[src/rtl/cdc_handshake_tx.sv]
// cdc_handshake_tx: source side of a 4-phase req/ack clock-domain-crossing handshake with phase timeout
//   clk, rst                    : source clock, asynchronous active-high reset
//   s_valid, s_ready, s_data    : upstream word handshake
//   xfer_req, xfer_data         : registered request and held word toward the destination domain
//   xfer_ack_async              : destination acknowledge, two-flop synchronized before use
//   done, busy                  : one-cycle completion pulse, non-idle status
//   err_timeout, err_clr        : sticky phase-timeout flag and its synchronous clear
module cdc_handshake_tx #(
    parameter int DATA_W      = 8,
    parameter int TIMEOUT_CYC = 256
) (
    input  logic              clk,
    input  logic              rst,
    input  logic              s_valid,
    output logic              s_ready,
    input  logic [DATA_W-1:0] s_data,
    output logic              xfer_req,
    output logic [DATA_W-1:0] xfer_data,
    input  logic              xfer_ack_async,
    output logic              done,
    output logic              busy,
    output logic              err_timeout,
    input  logic              err_clr
);
    localparam int CW = (TIMEOUT_CYC > 1) ? $clog2(TIMEOUT_CYC) : 1;
    localparam logic [CW-1:0] CNT_MAX = CW'(TIMEOUT_CYC - 1);

    typedef enum logic [1:0] {IDLE, REQ_HI, REQ_LO} state_t;

    state_t        state, state_nxt;
    logic          ack_s1, ack_sync;
    logic [CW-1:0] cnt, cnt_nxt;
    logic          accept, phase_exit, timeout_hit;

    always_ff @(posedge clk or posedge rst) begin
        if (rst) begin
            ack_s1   <= 1'b0;
            ack_sync <= 1'b0;
        end else begin
            ack_s1   <= xfer_ack_async;
            ack_sync <= ack_s1;
        end
    end

    // A high synchronized ack in IDLE is a stale ack from the previous transfer; hold off acceptance.
    assign s_ready = (state == IDLE) && !ack_sync;
    assign busy    = (state != IDLE);
    assign accept  = s_valid && s_ready;

    always_comb begin
        state_nxt  = state;
        phase_exit = 1'b0;
        case (state)
            IDLE:    state_nxt = accept ? REQ_HI : IDLE;
            REQ_HI: begin
                phase_exit = ack_sync;
                state_nxt  = ack_sync ? REQ_LO : REQ_HI;
            end
            REQ_LO: begin
                phase_exit = !ack_sync;
                state_nxt  = ack_sync ? REQ_LO : IDLE;
            end
            default: state_nxt = IDLE;
        endcase
    end

    // Counter restarts on every phase entry and saturates so the timeout keeps asserting while stuck.
    assign cnt_nxt     = (state_nxt != state || state == IDLE) ? '0 : (cnt == CNT_MAX) ? cnt : cnt + 1'b1;
    assign timeout_hit = busy && (cnt == CNT_MAX) && !phase_exit;

    always_ff @(posedge clk or posedge rst) begin
        if (rst) begin
            state       <= IDLE;
            cnt         <= '0;
            xfer_req    <= 1'b0;
            xfer_data   <= '0;
            done        <= 1'b0;
            err_timeout <= 1'b0;
        end else begin
            state       <= state_nxt;
            cnt         <= cnt_nxt;
            xfer_req    <= (state_nxt == REQ_HI);
            done        <= (state == REQ_LO) && (state_nxt == IDLE);
            err_timeout <= timeout_hit || (err_timeout && !err_clr);
            if (accept)
                xfer_data <= s_data;
        end
    end
endmodule

[config.mk]
export PLATFORM = sky130hd
export DESIGN_NAME = cdc_handshake_tx
export DESIGN_NICKNAME = d
export VERILOG_FILES = /design/src/rtl/cdc_handshake_tx.sv
export SDC_FILE = /design/constraint.sdc
export NUM_CORES = 1
export LEC_CHECK = 0
export ABC_AREA = 1
export BUFFER_PORTS_ARGS = -buffer_cell sky130_fd_sc_hd__buf_2
export CORE_ASPECT_RATIO = 0.9
export CORE_MARGIN = 2
export CORE_UTILIZATION = 42
export DETAILED_ROUTE_END_ITERATION = 8
export PLACE_DENSITY = 0.65
export SLEW_MARGIN = 25
export SYNTH_ARGS = -nofsm -noshare
export SYNTH_HDL_FRONTEND = slang
export SYNTH_SLANG_ARGS = --single-unit
[constraint.sdc]
create_clock -name clk -period 1.63 [get_ports clk]
set_input_delay 0.2445 -clock clk [delete_from_list [all_inputs] [get_ports clk]]
set_output_delay 0.2445 -clock clk [all_outputs]
set_load 0.01 [all_outputs]
Word level (Yosys, flattened, before mapping)
Cells that the tools add are included.

storage, ports and cells
  register bits after elaboration = 23
  input port bits = 13
  output and inout port bits = 13
  logic and storage cells = 36

operators by class
  $add $sub $neg = 1
  eq/ne operators = 6
  mux-type cells = 7
  reduce and logical (&&, ||, !) cells = 14

operators by type and width
  kind                                                             count
  8-bit two-way mux                                                2
  8-bit by 1-bit adder with 8-bit output, second input constant    1
  8-bit == test, second input constant                             1
  1-bit logical AND                                                6
  2-bit one-hot mux with 3 select lines                            1
  2-bit by 1-bit == test with 1-bit output, second input constant  2
  2-bit logical NOT                                                2
  2-bit two-way mux                                                2
  1-bit logical NOT                                                3
  2-bit == test, second input constant                             1
  1-bit logical OR                                                 2
  2-bit inequality test                                            1
  2-bit inequality test, second input constant                     1
  1-bit one-hot mux with 2 select lines                            1
  2-bit nonzero test                                               1
  1-bit two-way mux                                                1

Longest topological paths before layout
  depth in word-level cells = 8
  depth in mapped cells = 7
  depth with buffers taken out = 7

Worst setup path after synthesis
OpenSTA, ideal clock, no wires.

  path kind = reg-to-reg
  start = register cnt[0]
  end = register cnt[3]
  library setup time = 0.119 ns
  arrival time = 1.051 ns
  data required time = 1.511 ns
  setup slack = 0.459 ns
  stages on the path, launching flop included = 8
  path buffers = 0
  period minus slack after synthesis = 1.171 ns
  cells stage by stage = dfrtp_1 > ha_1 > nand3_1 > inv_1 > nand2_1 > inv_1 > nand2_1 > nand2_1

between the ends
  cells in the longest elaborated chain, start to end = 3
  elaborated cells on any way between the ends = 5
  classes of those cells = add/sub: 1; eq/ne: 2; mux: 2

ends and longest elaborated chain
  what                                    line  text
  start, declared                         32    logic [CW-1:0] cnt, cnt_nxt;
  start signal, assigned                  81    cnt <= cnt_nxt;
  8-bit by 1-bit adder with 8-bit output  68    assign cnt_nxt = (state_nxt != state || state == IDLE) ? '0 : (cnt == CNT_MAX) ? cnt : cnt + 1'b1;
  8-bit two-way mux (2 in a row)          68

Several ways; a longest one is shown, not always the timed one. The select of a mux whose other input is x is not followed.
A chain may end at the register's enable or synchronous reset.

Final worst setup path
  start = register state[1]
  end = output port s_ready

between the ends
  cells in the longest elaborated chain, start to end = 2

ends and longest elaborated chain
  what                    line  text
  start, declared         30    state_t state, state_nxt;
  start signal, assigned  80    state <= state_nxt;
  2-bit logical NOT       46    assign s_ready = (state == IDLE) && !ack_sync;
  1-bit logical AND       46
  end, declared           15    output logic s_ready,

No other way between the ends.

==> flow_summary.toml <==
[synth]
yosys-top-cells-count = "nand2_1 (45), dfrtp_1 (23), nand3_1 (20)"
synth_cells = 127
synth_area_mm2 = 0.00105
avgSynthCellArea_um2 = 8.24
ys_ff_latch = 23
synth_edf_count = 0
synth_top_area_share_pct = 55.0
yosysTopAreaCell = "dfrtp_1"
synth_ff_type = "dfrtp_1"
yosys-top-cells-area = "dfrtp_1 (55%), nand2_1 (16%), nand3_1 (9.6%)"
yosysMostFrequentCell = "nand2_1"
syn_nets = 141
ys_warn_count = 0
async_flop_share_pct = 100
ys_seq_area_share_pct = 55.0
yosysUniqueCellTypes = 18

[critical_path]
slowest_stage = "dfrtp_1"
cp_data_required_time_ps = 1390
r2r_slack_ps = 170
r2r-start = "state[1]$_DFF_PP0_"
worstRegToRegCells = 8
cpLargestDelayFamily = "flip-flops"
crit_fanout = 6
crit_path_end_kind = "output port"
r2r_end = "xfer_data[2]$_DFFE_PP0P_"
path_class = "reg -> out"
crit_path_start = "state[1]$_DFF_PP0_"
path_cells = "nor2_1 -> inv_2 -> nor2_4 -> buf_2"
cp_num_buf_inv = 2
crit_arrival_ps = 1290
startpoint_type = "flop"
max_stage_delay_ps = 430

[clock_network]
cts_resized = 0
cts_tree = "yes"
path_clk_slew_ps = 130
clock_sinks = 23
cts_buffers = 3
clkLatencyLatePin_ps = 300
cts.htree.levels = 1
clockRootBuffer = "clkbuf_4"
clk_path_buf_depth = 2

[drt]
drtIter0Drc = 18
antenna_left = 0
routed_wl_mm = 2.04
wire_per_inst_um = 10.8
viasPerCell = 4.85
num_vias = 917
firstDrtPassIters = 4
post-route-drc-count = 0

[placed_design]
hpwlAfterDp_mm = 1.51
portBuffers = 25
gp_congestion = 0.730

[timing]
hold_viol = 0
finalCriticalPeriod_ps = 1540
skew_ps = 14.2
slew_headroom_pct = 67.9
rsz0062_at_grt = "no"
slew_violations = 0
tightest_slew_ps = 482
fmax_mhz = 651
period_share_pct = 94.2
setup_tns_ps = 0
setup_viol = 0

[cells_and_area]
n_fill_cell = 249
antennaDiodeCount = 0
seqCellArea_um2 = 576
multi_input_area_um2 = 399
drive_above_1_share_pct = 26.1
nets = 176
layout-area-overhead-vs-synth_pct = 21.7
finish.utilization_pct = 52.9

[global_route]
grt_max_degree = 24
antenna_found_initial = 0
overflow = 0
grt_pass1_vias = 845
grt_use_total_pct = 15.6
grt_pass1_wl_mm = 3.48

[power_and_ir_drop]
power_density_mw_per_mm2 = 899
ir_drop_mv = 0.699
p_leak_uw = 0.000731

[die]
ioPinCount = 26
dieArea_mm2 = 0.00291
die_y_um = 51.3
fp.dieW_um = 56.6
core_area_mm2 = 0.00240
num_rows = 17
start_util_pct = 43.5

[min_path]
hold_end = "ack_s1$_DFF_PP0_"
hold_path.class = "in -> reg"
hp-start = "xfer_ack_async"
hold_depth = 1

[status]
outcome = "complete, no violations"

[flow_run]
max_cap_viol_count = 0
==> layout make-up <==
| cell class | count | area share, % |
|---|---|---|
| clock buffer | 4 | 2.06 |
| tap | 28 | 2.75 |
| multi-input combinational | 87 | 31.4 |
| sequential | 23 | 45.2 |
| inverter | 15 | 4.42 |
| timing repair buffer | 32 | 14.2 |
==> logic make-up after synthesis <==
logic type / share of synthesized area [%]
adders and majority gates: 1.20
AOI/OAI and AO/OA: 4.67
buffers and inverters: 6.82
and+or+nand+nor: 32.3
DFF: 55.0
==> registers in the layout (all words and copies together), names as in the netlist <==
signal and cells:
cnt 8, xfer_data 8, state 2, ack_s1 1, ack_sync 1, done 1, err_timeout 1, xfer_req 1
==> power by group <==
group	switching, uW	internal [uW]
Clock	162	95.1
Sequential	33.8	627
Combinational	130	96.5
Total	325	819
==> worst max path at each step <==
stage | end | slack, ps | depth (start not counted)
final | s_ready | 90 | 4
after global routing | s_ready | 10 | 4
after CTS | s_ready | 10 | 4
after detailed placement | cnt[4]$_DFFE_PP0P_ | 270 | 5
after global placement | cnt[5]$_DFFE_PP0P_ | 350 | 5
after floorplan | cnt[3]$_DFFE_PP0P_ | 460 | 7
==> repair_timing <==
item / 4_1_cts / 5_1_grt
hold buffers: 1 / 0
hold endpoints to repair: 23 / 0
setup endpoints to repair: 0 / 1
setup buffers: 0 / 5
==> cells in the final DEF, fill, tap and decap left out, types with 2 or more instances in the layout <==
cell	n
a21oi_1	2
buf_2	25
nand2_1	45
o21ai_2	3
inv_1	13
clkbuf_4	3
buf_4	6
nor2_1	9
nand3_1	20
dfrtp_1	23
inv_2	2
==> metal layers <==
| metal | vias up | global-route usage, % | part of all wire [%] | wire [um] |
|---|---|---|---|---|
| met1 | 432 | 19.6 | 45 | 912 |
| met2 | 15 | 27.3 | 52 | 1050 |
| met3 | 2 | 3.04 | 3.0 | 62 |
| met5 | - | 0 | 0 | 0 |
| met4 | 0 | 4.76 | 0.64 | 13 |
| li1 | 468 | - | - | - |
==> stage by stage <==
| stage | setup WS (ps) | total power, uW | std cells | hold WS (ps) | instance area [um2] |
|---|---|---|---|---|---|
| 2_1_floorplan | 459 | 793 | 127 | 246 | 1050 |
| 3_3_place_gp | 346 | 871 | 179 | 293 | 1200 |
| 3_5_place_dp | 273 | 882 | 179 | 302 | 1200 |
| 4_1_cts | 12.5 | 1140 | 184 | 26.6 | 1230 |
| 5_1_grt | 13.1 | 1220 | 189 | 5.09 | 1270 |
| 6_report | 94.5 | 1140 | 189 | 34.0 | 1270 |
Power figures use the tool's default switching activity.
